$ cat src/rtl/cpu_types_pkg.sv
// Shared types for the 5-stage core: memory-op codes, pipeline-control FSM states and the per-cycle latch control word.
// The CW_* constants are the complete set of control words the sequencer can drive.
package cpu_types_pkg;

  typedef enum logic [1:0] {
    MEM_NONE = 2'b00,
    MEM_RD   = 2'b01,
    MEM_WR   = 2'b10
  } memop_t;

  typedef enum logic [1:0] {
    RUN    = 2'b00,
    DWAIT  = 2'b01,
    HALTED = 2'b10
  } pctrl_state_t;

  typedef logic [4:0] regbits_t;

  typedef struct packed {
    logic pc_en;
    logic ifid_en;
    logic idex_en;
    logic exmem_en;
    logic memwb_en;
    logic ifid_flush;
    logic idex_flush;
    logic exmem_flush;
    logic memwb_flush;
  } ctrl_word_t;

  localparam ctrl_word_t CW_RESET  = '{pc_en: 1'b0, ifid_en: 1'b0, idex_en: 1'b0, exmem_en: 1'b0, memwb_en: 1'b0,
                                       ifid_flush: 1'b1, idex_flush: 1'b1, exmem_flush: 1'b1, memwb_flush: 1'b1};
  localparam ctrl_word_t CW_FREEZE = '{pc_en: 1'b0, ifid_en: 1'b0, idex_en: 1'b0, exmem_en: 1'b0, memwb_en: 1'b0,
                                       ifid_flush: 1'b0, idex_flush: 1'b0, exmem_flush: 1'b0, memwb_flush: 1'b0};
  localparam ctrl_word_t CW_DSTALL = '{pc_en: 1'b0, ifid_en: 1'b0, idex_en: 1'b0, exmem_en: 1'b0, memwb_en: 1'b0,
                                       ifid_flush: 1'b0, idex_flush: 1'b0, exmem_flush: 1'b0, memwb_flush: 1'b1};
  localparam ctrl_word_t CW_BRANCH = '{pc_en: 1'b1, ifid_en: 1'b0, idex_en: 1'b0, exmem_en: 1'b1, memwb_en: 1'b1,
                                       ifid_flush: 1'b1, idex_flush: 1'b1, exmem_flush: 1'b0, memwb_flush: 1'b0};
  localparam ctrl_word_t CW_LDUSE  = '{pc_en: 1'b0, ifid_en: 1'b0, idex_en: 1'b0, exmem_en: 1'b1, memwb_en: 1'b1,
                                       ifid_flush: 1'b0, idex_flush: 1'b1, exmem_flush: 1'b0, memwb_flush: 1'b0};
  localparam ctrl_word_t CW_JUMP   = '{pc_en: 1'b1, ifid_en: 1'b0, idex_en: 1'b1, exmem_en: 1'b1, memwb_en: 1'b1,
                                       ifid_flush: 1'b1, idex_flush: 1'b0, exmem_flush: 1'b0, memwb_flush: 1'b0};
  localparam ctrl_word_t CW_IMISS  = '{pc_en: 1'b0, ifid_en: 1'b0, idex_en: 1'b1, exmem_en: 1'b1, memwb_en: 1'b1,
                                       ifid_flush: 1'b1, idex_flush: 1'b0, exmem_flush: 1'b0, memwb_flush: 1'b0};
  localparam ctrl_word_t CW_RUN    = '{pc_en: 1'b1, ifid_en: 1'b1, idex_en: 1'b1, exmem_en: 1'b1, memwb_en: 1'b1,
                                       ifid_flush: 1'b0, idex_flush: 1'b0, exmem_flush: 1'b0, memwb_flush: 1'b0};

  // A data access holds the pipe until the dcache acknowledges it; dhit with no access is meaningless.
  function automatic logic dmem_pending(input memop_t op, input logic hit);
    return (op != MEM_NONE) && !hit;
  endfunction

endpackage

$ cat src/rtl/hazard_detect.sv
// Load-use hazard compare between the load in EX and the source registers of the instruction in ID.
// Purely combinational; r0 never creates a dependency.
module hazard_detect
  import cpu_types_pkg::*;
(
  input  logic     idex_memread_i,
  input  regbits_t idex_rd_i,
  input  regbits_t ifid_rs_i,
  input  regbits_t ifid_rt_i,
  input  logic     ifid_uses_rt_i,
  output logic     load_use_o
);

  logic rs_match;
  logic rt_match;

  assign rs_match   = (idex_rd_i == ifid_rs_i);
  assign rt_match   = ifid_uses_rt_i && (idex_rd_i == ifid_rt_i);
  assign load_use_o = idex_memread_i && (idex_rd_i != '0) && (rs_match || rt_match);

endmodule

$ cat src/rtl/pipeline_ctrl.sv
// Hazard/stall sequencer: one combinational enable/flush word per cycle from FSM state + hazard inputs; halt/wait_err sticky.
// PIPE_PERF_EN adds saturating stall_cnt/flush_cnt outputs; without it the control behaviour is unchanged.
module pipeline_ctrl
  import cpu_types_pkg::*;
#(
  parameter int unsigned WAIT_MAX = 1023,
  parameter int unsigned CNT_W    = 10
) (
  input  logic     CLK,
  input  logic     RST,
  input  logic     ihit,
  input  logic     dhit,
  input  regbits_t ifid_rs,
  input  regbits_t ifid_rt,
  input  logic     ifid_uses_rt,
  input  logic     idex_memread,
  input  regbits_t idex_rd,
  input  logic     ex_br_taken,
  input  logic     id_jump,
  input  memop_t   exmem_mem,
  input  logic     memwb_halt,
  output logic     pc_en,
  output logic     ifid_en,
  output logic     idex_en,
  output logic     exmem_en,
  output logic     memwb_en,
  output logic     ifid_flush,
  output logic     idex_flush,
  output logic     exmem_flush,
  output logic     memwb_flush,
  output logic     halt,
  output logic     wait_err
`ifdef PIPE_PERF_EN
  ,
  output logic [31:0] stall_cnt,
  output logic [31:0] flush_cnt
`endif
);

  localparam logic [CNT_W-1:0] WAIT_LIM = CNT_W'(WAIT_MAX);

  pctrl_state_t     state_q, state_d;
  logic [CNT_W-1:0] cnt_q, cnt_d;
  logic [CNT_W-1:0] cnt_inc;
  logic             halt_q, halt_d;
  logic             err_q, err_d;
  logic             load_use;
  logic             dpend;
  ctrl_word_t       cw;

  hazard_detect u_hazard_detect (
    .idex_memread_i (idex_memread),
    .idex_rd_i      (idex_rd),
    .ifid_rs_i      (ifid_rs),
    .ifid_rt_i      (ifid_rt),
    .ifid_uses_rt_i (ifid_uses_rt),
    .load_use_o     (load_use)
  );

  assign dpend   = dmem_pending(exmem_mem, dhit);
  assign cnt_inc = cnt_q + 1'b1;

  always_comb begin
    cw      = CW_RUN;
    state_d = state_q;
    cnt_d   = '0;
    halt_d  = halt_q;
    err_d   = err_q;

    if (state_q == HALTED) begin
      cw = CW_FREEZE;
    end else if (memwb_halt) begin
      cw      = CW_FREEZE;
      state_d = HALTED;
      halt_d  = 1'b1;
    end else if (dpend) begin
      cw      = CW_DSTALL;
      state_d = DWAIT;
      // Watchdog counts only cycles already spent in DWAIT; it saturates at the limit.
      if (state_q == DWAIT) begin
        cnt_d = (cnt_q == WAIT_LIM) ? cnt_q : cnt_inc;
        if (cnt_inc == WAIT_LIM) begin
          err_d = 1'b1;
        end
      end
    end else begin
      state_d = RUN;
      if (ex_br_taken) begin
        cw = CW_BRANCH;
      end else if (load_use) begin
        cw = CW_LDUSE;
      end else if (id_jump) begin
        cw = CW_JUMP;
      end else if (!ihit) begin
        cw = CW_IMISS;
      end
    end

    if (RST) begin
      cw = CW_RESET;
    end
  end

  always_ff @(posedge CLK) begin
    if (RST) begin
      state_q <= RUN;
      cnt_q   <= '0;
      halt_q  <= 1'b0;
      err_q   <= 1'b0;
    end else begin
      state_q <= state_d;
      cnt_q   <= cnt_d;
      halt_q  <= halt_d;
      err_q   <= err_d;
    end
  end

  assign pc_en       = cw.pc_en;
  assign ifid_en     = cw.ifid_en;
  assign idex_en     = cw.idex_en;
  assign exmem_en    = cw.exmem_en;
  assign memwb_en    = cw.memwb_en;
  assign ifid_flush  = cw.ifid_flush;
  assign idex_flush  = cw.idex_flush;
  assign exmem_flush = cw.exmem_flush;
  assign memwb_flush = cw.memwb_flush;
  assign halt        = halt_q;
  assign wait_err    = err_q;

`ifdef PIPE_PERF_EN
  logic [31:0] stall_q;
  logic [31:0] flush_q;
  logic        stall_evt;
  logic        redirect_evt;

  assign stall_evt    = !cw.pc_en && (state_q != HALTED);
  // Only branch and jump flush IF/ID while still advancing the PC; an icache miss flushes with the PC held.
  assign redirect_evt = cw.ifid_flush && cw.pc_en;

  always_ff @(posedge CLK) begin
    if (RST) begin
      stall_q <= '0;
      flush_q <= '0;
    end else begin
      if (stall_evt && (stall_q != '1)) begin
        stall_q <= stall_q + 32'd1;
      end
      if (redirect_evt && (flush_q != '1)) begin
        flush_q <= flush_q + 32'd1;
      end
    end
  end

  assign stall_cnt = stall_q;
  assign flush_cnt = flush_q;
`endif

endmodule

$ cat config.mk
export PLATFORM = sky130hd
export DESIGN_NAME = pipeline_ctrl
export DESIGN_NICKNAME = d
export VERILOG_FILES = /design/src/rtl/cpu_types_pkg.sv /design/src/rtl/hazard_detect.sv /design/src/rtl/pipeline_ctrl.sv
export SDC_FILE = /design/constraint.sdc
export NUM_CORES = 1
export LEC_CHECK = 0
export ABC_AREA = 1
export CORE_ASPECT_RATIO = 0.5
export CORE_MARGIN = 2
export CORE_UTILIZATION = 40
export CTS_CLUSTER_SIZE = 24
export DETAILED_ROUTE_END_ITERATION = 8
export GPL_TIMING_DRIVEN = 1
export PLACE_DENSITY_LB_ADDON = 0.12
export SKIP_CTS_REPAIR_TIMING = 1
export SYNTH_ARGS = -nofsm -noshare
export SYNTH_HDL_FRONTEND = slang
export SYNTH_SLANG_ARGS = --single-unit
$ cat constraint.sdc
create_clock -name CLK -period 1.5 [get_ports CLK]
set_input_delay 0.3 -clock CLK [delete_from_list [all_inputs] [get_ports CLK]]
set_output_delay 0.3 -clock CLK [all_outputs]
set_load 0.01 [all_outputs]
==> flow_summary.yaml, run 1 <==
sta:
  holdWs_ns: 0.355
  slew_viol_final: 0
  finClkSkew_ns: 0.00263
  rsz0062_at_grt: "true"
  period_needed_ns: 1.53
  fin_crit_sh_pct: 102
  fmaxAchievable_ghz: 0.652
  fin_ws_ns: -0.0347
  setup_viol: 4
  slew_headroom_pct: 84.1
  timing.final.hold_violations: 0
  worst_pin_slew_ns: 0.237
  finalSetupTns_ns: -0.0587
yosys:
  ys_ff_latch: 14
  yosysWarnings: 0
  synth_cell_types: 26
  syn_area_per_cell_um2: 5.88
  seq_area_frac_synth_pct: 26.3
  syn_nets: 209
  synth_area_um2: 1060
  synth_cells: 181
status:
  violations: "setup timing"
  outcome: "finished, violations left"
worst_hold_path:
  min_path_cells: 3
  whs_endpoint: "halt"
  worstHoldStart: "memwb_halt"
  min_path_type: "in -> reg"
grt:
  antenna_found_initial: 0
  grt_pass1_wl_um: 4020
  grt_pass1_vias: 922
  overflow: 0
  grt_usage_pct: 17.4
  grt_start_max_net_pins: 12
critical_path:
  r2r_setup_slack_ns: 0.07
  crit_type: "reg -> out"
  r2r_cells: 12
  critPathTopFamily: "simple AND/OR/NAND/NOR gates"
  worstSetupEndpointType: "primary output"
  r2r_end: "cnt_q[0]"
  cp-startpoint: "state_q[0]"
  path_max_fanout: 4
  reg2reg_from: "state_q[0]"
  cp_slowest_cell: "dfxtp_2"
  cpMostUsedCell: "nand2_4"
  cp_cell_sequence: "inv_2 -> nand2_4 -> nand2_4 -> nor2_4 -> nand2_4 -> nor3_2 -> buf_2"
  worstPathArrival_ns: 1.23
  critPathLaunchType: "flop"
  critical_path_buf_inv_count: 2
  worstPathRequired_ns: 1.20
  slowest_delay_ns: 0.34
drt:
  dr.pass1.iters: 4
  dr_total_vias: 1206
  wl_um: 2880
  first_iter_violations: 16
  vias_per_cell: 4.47
  ant_nets: 0
  drc_errors: 0
  wl_per_cell_um: 10.7
final_layout:
  drive_above_1_share_pct: 37.3
  final_net_count: 263
  diodes: 0
  syn2layout_area_growth_pct: 57.6
pwr:
  p_per_area_nw_per_um2: 553
  p_leak_uw: 0.000919
  worst_ir_drop_vdd_mv: 0.449
clocking:
  clk_pin_slew_ns: 0.06
  htreeDepth: 1
  root_buffer: "clkbuf_8"
  numCtsBuffers: 3
  cts_tree: "built"
  cts_sinks: 14
  cts_buffer_depth: 2
  insertion_delay_ns: 0.25
flow_run:
  maxCapViolCount: 0
floorplan:
  dieArea_um2: 3120
  boundaryPins: 37
  rows: 13
  start_util_pct: 41.7
  fp.dieW_um: 77.0
  core_area_um2: 2550
  chipHeight_um: 40.5
placed_design:
  dp_hpwl_um: 2110
  io_buffers: 36
  gp_congestion: 0.824
[layout by cell type (no fill, tap or decap), types with 2 or more instances in the layout]
cell type / instances
a21oi_1: 8
a21oi_2: 4
buf_2: 6
buf_4: 14
buf_6: 12
clkbuf_2: 6
clkbuf_8: 3
clkdlybuf4s50_1: 5
dfxtp_1: 13
dlymetal6s2s_1: 9
inv_1: 26
inv_2: 11
inv_4: 2
nand2_1: 51
nand2_2: 9
nand2_4: 4
nand3_1: 7
nand3_2: 2
nand4_1: 2
nor2_1: 14
nor2_2: 4
nor2_4: 4
o21ai_0: 2
o21ai_1: 2
xor2_1: 2
[worst register-to-register path, stage by stage (launching register included)]
cell	delay [ns]
dfxtp_2	0.34
inv_2	0.05
nand2_4	0.06
nand2_4	0.06
buf_6	0.11
nor2_4	0.09
inv_2	0.04
buf_4	0.13
nor2_4	0.11
nand2_4	0.10
clkinv_2	0.10
o21ai_1	0.08
a21oi_2	0.10
[stage by stage]
stage | total power (uW) | instance area [um2] | util (%) | instances | setup slack, ns
floorplan | 467 | 1060 | - | 181 | 0.0802
global placement | 599 | 1540 | 60.4 | 264 | -0.859
detailed placement | 601 | 1540 | 60.4 | 264 | -0.887
CTS | 916 | 1580 | 62.0 | 267 | -0.886
global route | 978 | 1680 | 65.7 | 270 | -0.113
finish | 928 | 1680 | 65.7 | 270 | -0.0347
[state kept, by name, indices dropped and copies added (netlist names)]
| register | flops |
|---|---|
| state_q | 2 |
| halt | 1 |
| cnt_q | 10 |
| wait_err | 1 |
[final cells by class]
| class | instances | area, um2 |
|---|---|---|
| fillers | 234 | 876 |
| multi-input cells | 124 | 689 |
| repair buffers | 52 | 463 |
| flip-flops and latches | 14 | 282 |
| inverters | 40 | 156 |
| well taps | 37 | 46.3 |
| clock buffers | 3 | 41.3 |
[layer usage]
| layer | global-route usage [%] | vias up | wire length [um] | share of wire [%] |
|---|---|---|---|---|
| met5 | 0 | - | 0 | 0 |
| met4 | 5.45 | 0 | 22 | 0.76 |
| met3 | 6.53 | 7 | 236 | 8.2 |
| met2 | 29.4 | 39 | 1290 | 45 |
| met1 | 21.2 | 512 | 1330 | 46 |
| li1 | - | 648 | - | - |
[worst max-delay path by stage]
stage	to	slack, ns	depth (start not counted)
6_report	ifid_en	-0.03	7
2_1_floorplan	cnt_q[1]	0.08	9
5_1_grt	ifid_en	-0.11	7
3_3_place_gp	idex_flush	-0.86	12
3_5_place_dp	idex_flush	-0.89	12
4_1_cts	idex_flush	-0.89	12
[cells in the mapped netlist]
cell      instances  area share (%)
a21oi_1           9             4.2
a21oi_2           3             2.5
buf_4             2             1.4
buf_6             1             1.1
clkinv_2          1            0.47
dfxtp_1          14              26
ha_1              2             2.3
inv_1            36              13
inv_2             3             1.1
nand2_1          60              21
nand2_2           3             1.8
nand2_4           1             1.1
nand3_1           7             3.3
nand3_2           2             1.9
nand3b_1          1            0.71
nand4_1           2             1.2
nor2_1           17             6.0
nor2_2            4             2.3
nor2_4            1             1.1
nor3_1            2            0.94
o21ai_0           3             1.4
o21ai_1           1            0.47
o21ai_2           1            0.82
o21bai_1          2             1.4
xnor2_1           1            0.82
xor2_1            2             1.6
[power by group]
part           internal, uW  switching [uW]  total [uW]
combinational           130             107         237
clock                   178             132         310
sequential              377            3.93         381
total                   685             243         928
[kinds of logic after synthesis]
| logic type | share of synthesized area [%] |
|---|---|
| compound gates | 10.8 |
| xor+xnor | 2.47 |
| fa+ha+maj | 2.35 |
| buf+inv | 16.7 |
| flops | 26.3 |
| simple gates | 41.4 |
No activity file was read; power rests on OpenSTA's default activity.
==> run 2: changes to the inputs <==
clock period = 1.4 ns   (was 1.5 ns; I/O delays follow)
==> run 2 against run 1 <==
Compared with the run above: the flow still finishes with violations (setup timing); count of clock-buffer cells in the layout is 1 higher; clock skew is 0.0030 ns higher; utilization is 5.3 points higher; worst setup slack worse by 0.098 ns; sequential power is 6.3% higher; hold slack worse by 0.032 ns; final area is 8.1% higher; routed wire length is 6.8% higher; register-to-register slack worse by 0.09 ns; critical path depth is 1 higher; sequential share of layout area is 0.99 points lower; clock power is 31% higher.
==> flow_summary.yaml, run 2 (same netlist as run 1, synthesis figures left out) <==
status:
  outcome: "finished, violations left"
  violations: "setup timing"
final_layout:
  final_net_count: 265
  drive_above_1_share_pct: 41.5
  final_cell_mix: "nand2_1, inv_1, buf_6, nor2_1"
  final_cells: 273
  utilization_pct: 71.0
  syn2layout_area_growth_pct: 70.4
  final_common_cell: "nand2_1"
  regMostFlops: "cnt_q"
  reg_top3: "cnt_q: 10 flops, state_q: 2 flops"
  diodes: 0
  largest_reg_flops: 10
pwr:
  p_per_area_nw_per_um2: 594
  worst_ir_drop_vdd_mv: 0.504
  p_leak_uw: 0.000990
clocking:
  htreeDepth: 1
  clk_pin_slew_ns: 0.06
  numCtsBuffers: 3
  cts_tree: "built"
  cts_sinks: 14
  insertion_delay_ns: 0.25
  cts_buffer_depth: 2
  root_buffer: "clkbuf_8"
critical_path:
  slowest_delay_ns: 0.48
  worstPathArrival_ns: 1.25
  critPathLaunchType: "primary input"
  worstSetupEndpointType: "primary output"
  r2r_cells: 9
  cpMostUsedCell: "nand2_1"
  path_max_fanout: 2
  worstPathRequired_ns: 1.12
  cp_slowest_cell: "clkdlybuf4s50_1"
  cp_cell_sequence: "clkdlybuf4s50_1 -> inv_1 -> nand2_1 -> nand2_2 -> nand2_1 -> nand2_1 -> nand2_1 -> buf_6"
  crit_type: "in -> out"
drt:
  drc_errors: 0
  wl_um: 3070
  ant_nets: 0
  dr_total_vias: 1185
  first_iter_violations: 20
  wl_per_cell_um: 11.3
  vias_per_cell: 4.34
  dr.pass1.iters: 5
grt:
  grt_pass1_wl_um: 4110
  grt_start_max_net_pins: 12
  grt_pass1_vias: 952
  overflow: 0
  antenna_found_initial: 0
  grt_usage_pct: 17.7
placed_design:
  io_buffers: 36
  dp.cells: 266
  gp_congestion: 0.857
  place_ws_ns: -0.949
  dp_hpwl_um: 2110
worst_hold_path:
  min_path_cells: 3
  min_path_type: "in -> reg"
sta:
  worst_pin_slew_ns: 0.246
  fin_crit_sh_pct: 110
  setup_viol: 9
  rsz0062_at_grt: "true"
  slew_viol_final: 0
  slew_headroom_pct: 83.6
  timing.final.hold_violations: 0
  fmaxAchievable_ghz: 0.652
  finalSetupTns_ns: -0.771
  finClkSkew_ns: 0.00564
  fin_ws_ns: -0.133
  period_needed_ns: 1.53
floorplan:
  rows: 13
  start_util_pct: 41.7
  fp.dieW_um: 77.0
  dieArea_um2: 3120
  boundaryPins: 37
  core_area_um2: 2550
  chipHeight_um: 40.5
flow_run:
  maxCapViolCount: 0
## run 2: cell count changes in the layout (fill, tap and decap cells not counted), sizes merged
cell	change
clkinv	-1
buf	+3
inv	+1
dlymetal6s2s	+1
clkdlybuf4s50	-1
## run 2: critical path: cells and delay by family
| family | cells | cell delay [ns] |
|---|---|---|
| buffers and inverters | 3 | 0.63 |
| AND/OR/NAND/NOR | 5 | 0.34 |
## run 2: power breakdown
part	switching [uW]	internal [uW]	total, uW
registers	3.15	402	405
clock network	157	250	406
logic	117	149	265
## run 2: layout make-up
| type | instances | area, um2 |
|---|---|---|
| Tap cell | 37 | 46.3 |
| Fill cell | 209 | 739 |
| Inverter | 40 | 163 |
| Sequential cell | 14 | 287 |
| Clock buffer | 4 | 55.1 |
| Multi-Input combinational cell | 124 | 742 |
| Timing Repair Buffer | 54 | 522 |
## run 2: path summary, 6_finish.rpt
kind | startpoint | endpoint | slack, ns
hold / removal | memwb_halt | halt | 0.32
setup / recovery | id_jump | ifid_flush | -0.13
setup reg to reg | cnt_q[0] | wait_err | -0.02
hold reg to reg | wait_err | wait_err | 0.45
## run 2: routing by layer
metal  vias to the layer above  wire length, um  GRT usage, %
met1                       492             1420          21.2
met3                         6              226          7.66
met4                         0               37          4.09
met5                         -                0             0
met2                        35             1390          30.5
li1                        652                -             -
## run 2: through the flow
stage	hold slack, ns	instance area [um2]	total power (uW)
floorplan	0.349	1070	500
global placement	0.436	1560	645
detailed placement	0.442	1560	646
CTS	0.451	1620	1060
global route	0.385	1810	1130
finish	0.323	1810	1080
==> run 3: changes to the inputs <==
ABC_CLOCK_PERIOD_IN_PS = 1400   (was unset)
==> results of run 3 <==
The final DEF is identical to that of run 2; final timing and power are the same.
